--- src/rtl/wb_bus_arbiter_if.sv ---
// Bus bundle between the two Wishbone masters, the arbiter and the shared slave.
`timescale 1ns/1ps

interface wb_bus_arbiter_if #(
    parameter int unsigned ADDR_W = 32,
    parameter int unsigned DATA_W = 32
);
    localparam int unsigned SEL_W = DATA_W / 8;

    // Master 0: instruction fetch
    logic              m0_cyc_i;
    logic              m0_stb_i;
    logic              m0_we_i;
    logic [ADDR_W-1:0] m0_addr_i;
    logic [DATA_W-1:0] m0_dat_i;
    logic [SEL_W-1:0]  m0_sel_i;
    logic [DATA_W-1:0] m0_dat_o;
    logic              m0_ack_o;
    logic              m0_err_o;

    // Master 1: MEM-stage load/store unit
    logic              m1_cyc_i;
    logic              m1_stb_i;
    logic              m1_we_i;
    logic [ADDR_W-1:0] m1_addr_i;
    logic [DATA_W-1:0] m1_dat_i;
    logic [SEL_W-1:0]  m1_sel_i;
    logic [DATA_W-1:0] m1_dat_o;
    logic              m1_ack_o;
    logic              m1_err_o;

    // Shared slave
    logic              wbs_cyc_o;
    logic              wbs_stb_o;
    logic              wbs_we_o;
    logic [ADDR_W-1:0] wbs_addr_o;
    logic [DATA_W-1:0] wbs_dat_o;
    logic [SEL_W-1:0]  wbs_sel_o;
    logic [DATA_W-1:0] wbs_dat_i;
    logic              wbs_ack_i;
    logic              wbs_err_i;

    // View taken by the arbiter: it is the slave of both masters and drives the shared slave
    modport slave (
        input  m0_cyc_i, m0_stb_i, m0_we_i, m0_addr_i, m0_dat_i, m0_sel_i,
        output m0_dat_o, m0_ack_o, m0_err_o,
        input  m1_cyc_i, m1_stb_i, m1_we_i, m1_addr_i, m1_dat_i, m1_sel_i,
        output m1_dat_o, m1_ack_o, m1_err_o,
        output wbs_cyc_o, wbs_stb_o, wbs_we_o, wbs_addr_o, wbs_dat_o, wbs_sel_o,
        input  wbs_dat_i, wbs_ack_i, wbs_err_i
    );

    // View of the surroundings: the two masters plus the memory slave
    modport master (
        output m0_cyc_i, m0_stb_i, m0_we_i, m0_addr_i, m0_dat_i, m0_sel_i,
        input  m0_dat_o, m0_ack_o, m0_err_o,
        output m1_cyc_i, m1_stb_i, m1_we_i, m1_addr_i, m1_dat_i, m1_sel_i,
        input  m1_dat_o, m1_ack_o, m1_err_o,
        input  wbs_cyc_o, wbs_stb_o, wbs_we_o, wbs_addr_o, wbs_dat_o, wbs_sel_o,
        output wbs_dat_i, wbs_ack_i, wbs_err_i
    );
endinterface

--- src/rtl/wb_bus_arbiter.sv ---
// Two-master / one-slave Wishbone arbiter: round-robin on ties, grant held for the
// whole cyc, responses routed to the owner only, watchdog turns a hung slave into err.
`timescale 1ns/1ps

module wb_bus_arbiter #(
    parameter int unsigned ADDR_W  = 32,
    parameter int unsigned DATA_W  = 32,
    parameter int unsigned TIMEOUT = 255
) (
    input  logic               clk_i,
    input  logic               rst_i,
    wb_bus_arbiter_if.slave    bus,
    output logic [1:0]         gnt_o
);
    localparam int unsigned SEL_W = DATA_W / 8;
    localparam int unsigned WD_W  = $clog2(TIMEOUT + 1);

    typedef enum logic [1:0] {
        IDLE = 2'd0,
        OWN0 = 2'd1,
        OWN1 = 2'd2
    } state_e;

    state_e            state_q, state_d;
    logic              last_gnt_q, last_gnt_d;
    logic [WD_W-1:0]   wd_cnt_q, wd_cnt_d;

    logic              owned;
    logic              own_cyc;
    logic              own_stb;
    logic              own_we;
    logic [ADDR_W-1:0] own_addr;
    logic [DATA_W-1:0] own_dat;
    logic [SEL_W-1:0]  own_sel;
    logic              slv_resp;
    logic              wd_fire;

    // Select the current owner's request signals; nothing is forwarded while idle
    always_comb begin
        owned    = 1'b0;
        own_cyc  = 1'b0;
        own_stb  = 1'b0;
        own_we   = 1'b0;
        own_addr = '0;
        own_dat  = '0;
        own_sel  = '0;
        unique case (state_q)
            OWN0: begin
                owned    = 1'b1;
                own_cyc  = bus.m0_cyc_i;
                own_stb  = bus.m0_stb_i;
                own_we   = bus.m0_we_i;
                own_addr = bus.m0_addr_i;
                own_dat  = bus.m0_dat_i;
                own_sel  = bus.m0_sel_i;
            end
            OWN1: begin
                owned    = 1'b1;
                own_cyc  = bus.m1_cyc_i;
                own_stb  = bus.m1_stb_i;
                own_we   = bus.m1_we_i;
                own_addr = bus.m1_addr_i;
                own_dat  = bus.m1_dat_i;
                own_sel  = bus.m1_sel_i;
            end
            default: ;
        endcase
    end

    // A real slave answer in the expiry cycle takes precedence over the forced error
    assign slv_resp = bus.wbs_ack_i | bus.wbs_err_i;
    assign wd_fire  = owned & own_stb & ~slv_resp & (wd_cnt_q == WD_W'(TIMEOUT - 1));

    // Slave-side request: owner's signals, cyc/stb dropped in the watchdog cycle
    assign bus.wbs_cyc_o  = own_cyc & ~wd_fire;
    assign bus.wbs_stb_o  = own_stb & ~wd_fire;
    assign bus.wbs_we_o   = own_we;
    assign bus.wbs_addr_o = own_addr;
    assign bus.wbs_dat_o  = own_dat;
    assign bus.wbs_sel_o  = own_sel;

    // Response routing: only the owner sees ack/err/data, the other master sees zeros
    assign bus.m0_ack_o = (state_q == OWN0) & bus.wbs_ack_i;
    assign bus.m0_err_o = (state_q == OWN0) & (bus.wbs_err_i | wd_fire);
    assign bus.m0_dat_o = (state_q == OWN0) ? bus.wbs_dat_i : '0;
    assign bus.m1_ack_o = (state_q == OWN1) & bus.wbs_ack_i;
    assign bus.m1_err_o = (state_q == OWN1) & (bus.wbs_err_i | wd_fire);
    assign bus.m1_dat_o = (state_q == OWN1) ? bus.wbs_dat_i : '0;

    assign gnt_o = {state_q == OWN1, state_q == OWN0};

    // Next-state, round-robin pointer and watchdog counter
    always_comb begin
        state_d    = state_q;
        last_gnt_d = last_gnt_q;
        wd_cnt_d   = '0;
        unique case (state_q)
            IDLE: begin
                if (bus.m0_cyc_i && bus.m1_cyc_i) begin
                    state_d = last_gnt_q ? OWN0 : OWN1;
                end else if (bus.m0_cyc_i) begin
                    state_d = OWN0;
                end else if (bus.m1_cyc_i) begin
                    state_d = OWN1;
                end
            end
            OWN0, OWN1: begin
                if (!own_cyc || wd_fire) begin
                    state_d    = IDLE;
                    last_gnt_d = (state_q == OWN1);
                end else if (own_stb && !slv_resp) begin
                    wd_cnt_d = wd_cnt_q + WD_W'(1);
                end
            end
            default: state_d = IDLE;
        endcase
    end

    // State registers; reset releases the bus asynchronously
    always_ff @(posedge clk_i or negedge rst_i) begin
        if (!rst_i) begin
            state_q    <= IDLE;
            last_gnt_q <= 1'b0;
            wd_cnt_q   <= '0;
        end else begin
            state_q    <= state_d;
            last_gnt_q <= last_gnt_d;
            wd_cnt_q   <= wd_cnt_d;
        end
    end

    // Structural invariants of the grant and the slave cycle
    a_gnt_onehot: assert property (@(posedge clk_i) disable iff (!rst_i) $onehot0(gnt_o));
    a_cyc_owned:  assert property (@(posedge clk_i) disable iff (!rst_i)
                                   bus.wbs_cyc_o |-> (gnt_o != 2'b00));

endmodule

--- src/flat_wrapper.sv ---
// flat-port wrapper written by rule: the top's interface ports become plain ports
module wb_bus_arbiter_flat 
#(
    parameter int unsigned ADDR_W  = 32,
    parameter int unsigned DATA_W  = 32,
    parameter int unsigned TIMEOUT = 255
)
  (clk_i, rst_i, gnt_o, bus_m0_cyc_i, bus_m0_stb_i, bus_m0_we_i, bus_m0_addr_i, bus_m0_dat_i, bus_m0_sel_i, bus_m0_dat_o, bus_m0_ack_o, bus_m0_err_o, bus_m1_cyc_i, bus_m1_stb_i, bus_m1_we_i, bus_m1_addr_i, bus_m1_dat_i, bus_m1_sel_i, bus_m1_dat_o, bus_m1_ack_o, bus_m1_err_o, bus_wbs_cyc_o, bus_wbs_stb_o, bus_wbs_we_o, bus_wbs_addr_o, bus_wbs_dat_o, bus_wbs_sel_o, bus_wbs_dat_i, bus_wbs_ack_i, bus_wbs_err_i);
  wb_bus_arbiter_if #(.ADDR_W(ADDR_W), .DATA_W(DATA_W)) bus_i ();
  input  logic clk_i;
  input  logic rst_i;
  output logic [1:0] gnt_o;
  input wire logic [$bits(bus_i.m0_cyc_i)-1:0] bus_m0_cyc_i;
  input wire logic [$bits(bus_i.m0_stb_i)-1:0] bus_m0_stb_i;
  input wire logic [$bits(bus_i.m0_we_i)-1:0] bus_m0_we_i;
  input wire logic [$bits(bus_i.m0_addr_i)-1:0] bus_m0_addr_i;
  input wire logic [$bits(bus_i.m0_dat_i)-1:0] bus_m0_dat_i;
  input wire logic [$bits(bus_i.m0_sel_i)-1:0] bus_m0_sel_i;
  output wire logic [$bits(bus_i.m0_dat_o)-1:0] bus_m0_dat_o;
  output wire logic [$bits(bus_i.m0_ack_o)-1:0] bus_m0_ack_o;
  output wire logic [$bits(bus_i.m0_err_o)-1:0] bus_m0_err_o;
  input wire logic [$bits(bus_i.m1_cyc_i)-1:0] bus_m1_cyc_i;
  input wire logic [$bits(bus_i.m1_stb_i)-1:0] bus_m1_stb_i;
  input wire logic [$bits(bus_i.m1_we_i)-1:0] bus_m1_we_i;
  input wire logic [$bits(bus_i.m1_addr_i)-1:0] bus_m1_addr_i;
  input wire logic [$bits(bus_i.m1_dat_i)-1:0] bus_m1_dat_i;
  input wire logic [$bits(bus_i.m1_sel_i)-1:0] bus_m1_sel_i;
  output wire logic [$bits(bus_i.m1_dat_o)-1:0] bus_m1_dat_o;
  output wire logic [$bits(bus_i.m1_ack_o)-1:0] bus_m1_ack_o;
  output wire logic [$bits(bus_i.m1_err_o)-1:0] bus_m1_err_o;
  output wire logic [$bits(bus_i.wbs_cyc_o)-1:0] bus_wbs_cyc_o;
  output wire logic [$bits(bus_i.wbs_stb_o)-1:0] bus_wbs_stb_o;
  output wire logic [$bits(bus_i.wbs_we_o)-1:0] bus_wbs_we_o;
  output wire logic [$bits(bus_i.wbs_addr_o)-1:0] bus_wbs_addr_o;
  output wire logic [$bits(bus_i.wbs_dat_o)-1:0] bus_wbs_dat_o;
  output wire logic [$bits(bus_i.wbs_sel_o)-1:0] bus_wbs_sel_o;
  input wire logic [$bits(bus_i.wbs_dat_i)-1:0] bus_wbs_dat_i;
  input wire logic [$bits(bus_i.wbs_ack_i)-1:0] bus_wbs_ack_i;
  input wire logic [$bits(bus_i.wbs_err_i)-1:0] bus_wbs_err_i;
  assign bus_i.m0_cyc_i = bus_m0_cyc_i;
  assign bus_i.m0_stb_i = bus_m0_stb_i;
  assign bus_i.m0_we_i = bus_m0_we_i;
  assign bus_i.m0_addr_i = bus_m0_addr_i;
  assign bus_i.m0_dat_i = bus_m0_dat_i;
  assign bus_i.m0_sel_i = bus_m0_sel_i;
  assign bus_m0_dat_o = bus_i.m0_dat_o;
  assign bus_m0_ack_o = bus_i.m0_ack_o;
  assign bus_m0_err_o = bus_i.m0_err_o;
  assign bus_i.m1_cyc_i = bus_m1_cyc_i;
  assign bus_i.m1_stb_i = bus_m1_stb_i;
  assign bus_i.m1_we_i = bus_m1_we_i;
  assign bus_i.m1_addr_i = bus_m1_addr_i;
  assign bus_i.m1_dat_i = bus_m1_dat_i;
  assign bus_i.m1_sel_i = bus_m1_sel_i;
  assign bus_m1_dat_o = bus_i.m1_dat_o;
  assign bus_m1_ack_o = bus_i.m1_ack_o;
  assign bus_m1_err_o = bus_i.m1_err_o;
  assign bus_wbs_cyc_o = bus_i.wbs_cyc_o;
  assign bus_wbs_stb_o = bus_i.wbs_stb_o;
  assign bus_wbs_we_o = bus_i.wbs_we_o;
  assign bus_wbs_addr_o = bus_i.wbs_addr_o;
  assign bus_wbs_dat_o = bus_i.wbs_dat_o;
  assign bus_wbs_sel_o = bus_i.wbs_sel_o;
  assign bus_i.wbs_dat_i = bus_wbs_dat_i;
  assign bus_i.wbs_ack_i = bus_wbs_ack_i;
  assign bus_i.wbs_err_i = bus_wbs_err_i;
  wb_bus_arbiter #(.ADDR_W(ADDR_W), .DATA_W(DATA_W), .TIMEOUT(TIMEOUT)) u_core (.clk_i(clk_i), .rst_i(rst_i), .bus(bus_i), .gnt_o(gnt_o));
endmodule
--- config.mk ---
export PLATFORM = sky130hd
export DESIGN_NAME = wb_bus_arbiter_flat
export DESIGN_NICKNAME = d
export VERILOG_FILES = /design/src/rtl/wb_bus_arbiter_if.sv /design/src/rtl/wb_bus_arbiter.sv /design/src/flat_wrapper.sv
export SDC_FILE = /design/constraint.sdc
export NUM_CORES = 1
export LEC_CHECK = 0
export CORE_AREA = 2 2 124 126
export CTS_BUF_LIST = sky130_fd_sc_hd__clkbuf_4
export DETAILED_ROUTE_END_ITERATION = 7
export DIE_AREA = 0 0 126 128
export PLACE_DENSITY = 0.51
export SLEW_MARGIN = 20
export SYNTH_ARGS = -nofsm -noshare
export SYNTH_HDL_FRONTEND = slang
export SYNTH_SLANG_ARGS = --single-unit
--- constraint.sdc ---
create_clock -name clk_i -period 3 [get_ports clk_i]
set_input_delay 0.3 -clock clk_i [delete_from_list [all_inputs] [get_ports clk_i]]
set_output_delay 0.3 -clock clk_i [all_outputs]
set_load 0.01 [all_outputs]
==> results.json, run 1 <==
{
  "track_usage": 0.153,
  "wirelength_um": 13600,
  "synth_top_family_by_area": "simple AND/OR/NAND/NOR gates",
  "skew_ns": 0.0112,
  "period_needed_ns": 2.90,
  "max_freq_mhz": 345,
  "seqCellArea_um2": 275,
  "yosys_warnings": 0,
  "clockBufferDepth": 2,
  "overflow": 0,
  "cts_tree": "yes",
  "syn_to_final_growth_pct": 160,
  "antenna_found_initial": 1,
  "rsz0062_at_grt": "no",
  "start_util": 0.145,
  "drt_iter0_drc": 94,
  "p_leak_nw": 1.96,
  "synth_xor_area_frac": 0.0244,
  "p_per_area_mw_per_mm2": 681,
  "tns_ns": 0,
  "cp_cell_sequence": "inv_1, ha_2, or3b_4, nor4b_4, o21a_1, clkdlybuf4s50_1",
  "crit_fanout": 5,
  "ant_nets": 0,
  "r2r-start": "u_core.state_q[1]",
  "hold_class": "in2async",
  "clkSinkCount": 11,
  "syn_nets": 488,
  "cts-htree-levels": 1,
  "synth-adder-area-share": 0.0290,
  "drc": 0,
  "yosys.area_share.simple": 0.467,
  "peakVddDrop_mv": 0.470,
  "core_area_mm2": 0.0149,
  "p_int_mw": 2.17,
  "cts_root_buf": "clkbuf_4",
  "numCtsBuffers": 3,
  "place_congestion": 0.809,
  "firstDrtPassIters": 4,
  "highest_layer": "met4",
  "final-max-slew-violation-count": 0,
  "die_x_um": 126,
  "clkLatencyLatePin_ns": 0.28,
  "postCtsHoldBufs": 0,
  "wl_met1_um": 5440,
  "port_buffers": 318,
  "die_y_um": 128,
  "cp-end-kind": "primary output",
  "ios": 319,
  "worstSetupPathType": "reg2out",
  "synthMuxAreaShare": 0.00696,
  "rows": 45,
  "fin_crit_sh": 0.966,
  "synth_compound_area_frac": 0.276,
  "crit_required_ns": 2.70,
  "yosysSeqAreaShare": 0.128,
  "via_per_inst": 4.30,
  "combinationalPowerShare": 0.921,
  "grt_pass1_wl_um": 19800,
  "drive_above_1_share": 0.0349,
  "crit_path_top_delay_cell": "clkdlybuf4s50_1",
  "cap_violations": 0,
  "nets": 785,
  "ys_types": 30,
  "dieArea_mm2": 0.0161,
  "relSlewSlack": 0.616,
  "num_vias": 3394,
  "power_switching_mw": 1.64,
  "final-setup-viol-count": 0,
  "hold_violations": 0,
  "met3WireLength_um": 1390,
  "reg2regPathDepth": 6,
  "path_clk_slew_ns": 0.08,
  "syn_inst": 305,
  "grt_max_degree": 72,
  "fillerInstances": 1553,
  "reg2reg_to": "u_core.wd_cnt_q[0]",
  "p_sw_frac": 0.430,
  "max_stage_delay_ns": 0.53,
  "route.met2.wl_um": 6660,
  "crit_path_start_kind": "flop",
  "cp.arrival_ns": 2.60,
  "ys_ff_latch": 11,
  "syn_area_per_cell_um2": 7.07,
  "dp_hpwl_um": 10900,
  "grt_pass1_vias": 3477,
  "clkPwrFrac": 0.030,
  "tightest_slew_ns": 0.577,
  "r2r_slack_ns": 0.62,
  "whs_ns": 0.353,
  "outcome": "completed",
  "multiInputGateArea_mm2": 0.00176,
  "syn_area_mm2": 0.00216,
  "seqPwrFrac": 0.048,
  "wl_per_cell_um": 17.2
}
-- Yosys cell counts --
cell type | count | area share
mux2_4 | 1 | 0.0070
a2bb2oi_1 | 1 | 0.0041
nor4b_4 | 1 | 0.011
nor3_1 | 1 | 0.0023
a21oi_1 | 1 | 0.0023
xor2_1 | 2 | 0.0081
or4_1 | 1 | 0.0035
nor2_1 | 12 | 0.021
o2111ai_1 | 1 | 0.0041
clkbuf_1 | 29 | 0.050
ha_1 | 5 | 0.029
dfrtp_1 | 11 | 0.13
and2_1 | 66 | 0.19
nor2b_1 | 69 | 0.20
inv_1 | 5 | 0.0087
or3b_4 | 1 | 0.0052
buf_1 | 3 | 0.0052
a22oi_1 | 69 | 0.24
o211ai_1 | 1 | 0.0035
buf_6 | 1 | 0.0052
nand2_1 | 6 | 0.010
nand3b_1 | 1 | 0.0035
o21ai_0 | 1 | 0.0023
o21ai_2 | 1 | 0.0041
xnor2_1 | 4 | 0.016
o21a_1 | 2 | 0.0070
nand3_1 | 4 | 0.0093
nand4_1 | 1 | 0.0029
a22o_1 | 2 | 0.0081
or2_2 | 2 | 0.0058
-- layout make-up --
type / count / share of cell area
multi-input cells: 256 / 0.314
inverters: 5 / 0.00335
flip-flops and latches: 11 / 0.0492
repair buffers: 325 / 0.585
diodes: 1 / 0.000447
well taps: 188 / 0.0420
clock buffers: 4 / 0.00537
-- registers in the layout, indices dropped and copies added, names as in the netlist --
signal	flops
u_core.last_gnt_q	1
u_core.wd_cnt_q	8
u_core.state_q	2
-- timing repair --
item | 4_1_cts | 5_1_grt
pin swaps | 1 | 1
gates resized for setup | 0 | 2
buffers inserted | 0 | 1
hold endpoints to repair | 0 | 0
endpoints found under the setup margin | 1 | 1
-- critical path: cells and delay by family (launching register included) --
kind | cells | cell delay, ns
AOI/OAI and AO/OA | 1 | 0.16
and+or+nand+nor | 2 | 0.77
DFF | 1 | 0.39
buffers and inverters | 2 | 0.64
adders and majority gates | 1 | 0.36
-- metrics by stage --
step / setup slack, ns / power (mW) / area, um^2 / util / std cells
after floorplan: 0.850 / 1.93 / 2160 / - / 305
after global placement: 0.356 / 3.73 / 5550 / 0.374 / 784
after detailed placement: 0.303 / 3.74 / 5550 / 0.374 / 784
after CTS: 0.0402 / 3.87 / 5580 / 0.376 / 788
after global routing: 0.00853 / 4.12 / 5600 / 0.376 / 790
final: 0.102 / 3.81 / 5600 / 0.376 / 790
-- worst max-delay path by stage --
stage / startpoint / end / slack, ns / cells after the start
4_1_cts: u_core.state_q[1] / bus_wbs_cyc_o / 0.04 / 7
3_3_place_gp: u_core.state_q[1] / bus_wbs_cyc_o / 0.36 / 7
6_report: u_core.state_q[1] / bus_m0_err_o / 0.10 / 6
5_1_grt: u_core.state_q[1] / bus_m0_err_o / 0.009 / 6
2_1_floorplan: u_core.state_q[1] / bus_wbs_cyc_o / 0.85 / 7
3_5_place_dp: u_core.state_q[1] / bus_wbs_cyc_o / 0.30 / 7
-- layout by cell type (no fill, tap or decap), types with 2 or more instances in the layout --
cell / n
xnor2_1: 4
dfrtp_1: 11
clkbuf_4: 4
buf_4: 4
xor2_1: 2
nand3_1: 4
clkdlybuf4s50_1: 317
or2_2: 2
a22oi_1: 69
nand2_1: 6
inv_1: 4
and2_1: 66
ha_1: 2
ha_4: 2
o21a_1: 2
buf_12: 3
a22o_1: 2
nor2_1: 12
nor2b_1: 69
-- kinds of logic after synthesis --
family          count (synthesis)
simple gates                  165
compound gates                 79
buf+inv                        38
flops                          11
xor+xnor                        6
fa+ha+maj                       5
mux                             1
-- routing by layer --
metal / track usage / vias to the layer above
li1: - / 1643
met1: 0.180 / 1541
met2: 0.277 / 202
met3: 0.0513 / 8
met4: 0.0200 / 0
met5: 0 / -
-- power by group through the flow --
stage | sequential [mW] | combinational, mW | clock (mW)
3_3_place_gp | 0.187 | 3.54 | 0
2_1_floorplan | 0.179 | 1.76 | 0
6_report | 0.184 | 3.51 | 0.115
4_1_cts | 0.186 | 3.57 | 0.121
3_5_place_dp | 0.189 | 3.55 | 0
5_1_grt | 0.188 | 3.81 | 0.126
(Power assumes the default switching activity.)
==> run 2: changes to the inputs <==
PLACE_DENSITY = default   (was 0.51)
==> results.json, run 2 (synthesis results as in run 1) <==
{
  "tns_ns": 0,
  "reg2reg_to": "u_core.wd_cnt_q[5]",
  "cp-end-kind": "primary output",
  "place_congestion": 0.806,
  "dieArea_mm2": 0.0161,
  "core_area_mm2": 0.0149,
  "path_buf_inv": 3,
  "hold_violations": 0,
  "clkLatencyLatePin_ns": 0.27,
  "total_power_mw": 3.78,
  "top_register": "u_core.wd_cnt_q",
  "firstDrtPassIters": 4,
  "largest_register_ffs": 8,
  "cp_cell_sequence": "inv_1, ha_4, or3b_4, nor4b_4, or2_2, inv_1, clkdlybuf4s50_1",
  "reg_top3": "u_core.wd_cnt_q (8), u_core.state_q (2), u_core.last_gnt_q (1)",
  "final_util": 0.376,
  "nets": 786,
  "whs_ns": 0.370,
  "cp.arrival_ns": 2.57,
  "wirelength_um": 12400,
  "final_cell_area_mm2": 0.00559,
  "max_stage_delay_ns": 0.47,
  "syn_to_final_growth_pct": 159,
  "placed_cells": 784,
  "fin_ws_ns": 0.125,
  "crit_top_cell": "inv_1",
  "pre_cts_ws_ns": 0.261,
  "p_leak_nw": 1.94,
  "outcome": "completed",
  "overflow": 0,
  "clockBufferDepth": 2,
  "mostFrequentLayoutCell": "clkdlybuf4s50_1",
  "period_needed_ns": 2.87,
  "start_util": 0.145,
  "track_usage": 0.136,
  "final-max-slew-violation-count": 0,
  "cts_root_buf": "clkbuf_4",
  "cap_violations": 0,
  "cts_tree": "yes",
  "num_vias": 3451,
  "rsz0062_at_grt": "no",
  "rows": 45,
  "diodes": 0,
  "path_clk_slew_ns": 0.07,
  "ios": 319,
  "fin_cells": 790,
  "port_buffers": 318,
  "drc": 0,
  "final-setup-viol-count": 0,
  "max_freq_mhz": 348,
  "clkSinkCount": 11,
  "final_cell_mix": "clkdlybuf4s50_1 (318), a22oi_1 (69), nor2b_1 (69)",
  "wl_per_cell_um": 15.7,
  "ant_nets": 0,
  "crit_required_ns": 2.70,
  "cts-htree-levels": 1,
  "worstSetupPathType": "reg2out",
  "postCtsHoldBufs": 0,
  "reg2regPathDepth": 7,
  "peakVddDrop_mv": 0.454,
  "r2r-start": "u_core.state_q[0]",
  "die_x_um": 126,
  "skew_ns": 0.00458,
  "die_y_um": 128,
  "antenna_found_initial": 0,
  "dp_hpwl_um": 9940,
  "numCtsBuffers": 3,
  "relSlewSlack": 0.578,
  "drt_iter0_drc": 89,
  "r2r_slack_ns": 0.61,
  "hold_class": "in2async",
  "grt_pass1_vias": 3484,
  "crit_family": "simple AND/OR/NAND/NOR gates",
  "crit_fanout": 5,
  "crit_path_top_delay_cell": "clkdlybuf4s50_1",
  "fin_crit_sh": 0.958,
  "tightest_slew_ns": 0.633,
  "p_per_area_mw_per_mm2": 676,
  "via_per_inst": 4.37,
  "drive_above_1_share": 0.0349,
  "place_area_mm2": 0.00553,
  "grt_pass1_wl_um": 18100,
  "grt_max_degree": 73,
  "crit_path_start_kind": "flop"
}
run 2: layer usage:
| layer | up-vias | global-route usage | routed length, um |
|---|---|---|---|
| met5 | - | 0 | 0 |
| met4 | 0 | 0.0246 | 140 |
| met3 | 12 | 0.0480 | 1400 |
| met2 | 220 | 0.252 | 6300 |
| met1 | 1572 | 0.152 | 4590 |
| li1 | 1647 | - | - |
run 2: where the power goes:
group	internal, mW	switching (mW)	leakage, nW
clock	0.0605	0.0483	0.0184
combinational	1.94	1.55	1.77
sequential	0.167	0.0157	0.150
total	2.17	1.61	1.94
run 2: cell type report:
class	count	area, um^2
Tap cell	188	235
Inverter	5	18.8
Fill cell	1534	9270
Timing Repair Buffer	326	3260
Sequential cell	11	275
Clock buffer	4	30.0
Multi-Input combinational cell	256	1770
run 2: repair_timing:
action / 4_1_cts / 5_1_grt
cloned: 0 / 0
setup buffers: 1 / 1
resized for setup: 1 / 3
endpoints found under the setup margin: 3 / 1
pin swaps: 1 / 1
run 2: worst max-delay path by stage:
stage / slack (ns) / to / depth (start not counted) / start
floorplan: 0.85 / bus_wbs_cyc_o / 7 / u_core.state_q[1]
global placement: 0.33 / bus_wbs_cyc_o / 7 / u_core.state_q[0]
detailed placement: 0.26 / bus_wbs_cyc_o / 7 / u_core.state_q[0]
CTS: 0.12 / bus_wbs_cyc_o / 7 / u_core.state_q[1]
global route: 0.01 / bus_wbs_dat_o[31] / 6 / u_core.state_q[0]
finish: 0.13 / bus_wbs_cyc_o / 7 / u_core.state_q[0]
==> run 3: changes to the inputs <==
CAP_MARGIN = 40   (was default)
SLEW_MARGIN = default   (was 20)
==> results of run 3 <==
Same layout as run 2: the final DEF is identical, and so are final timing and power.
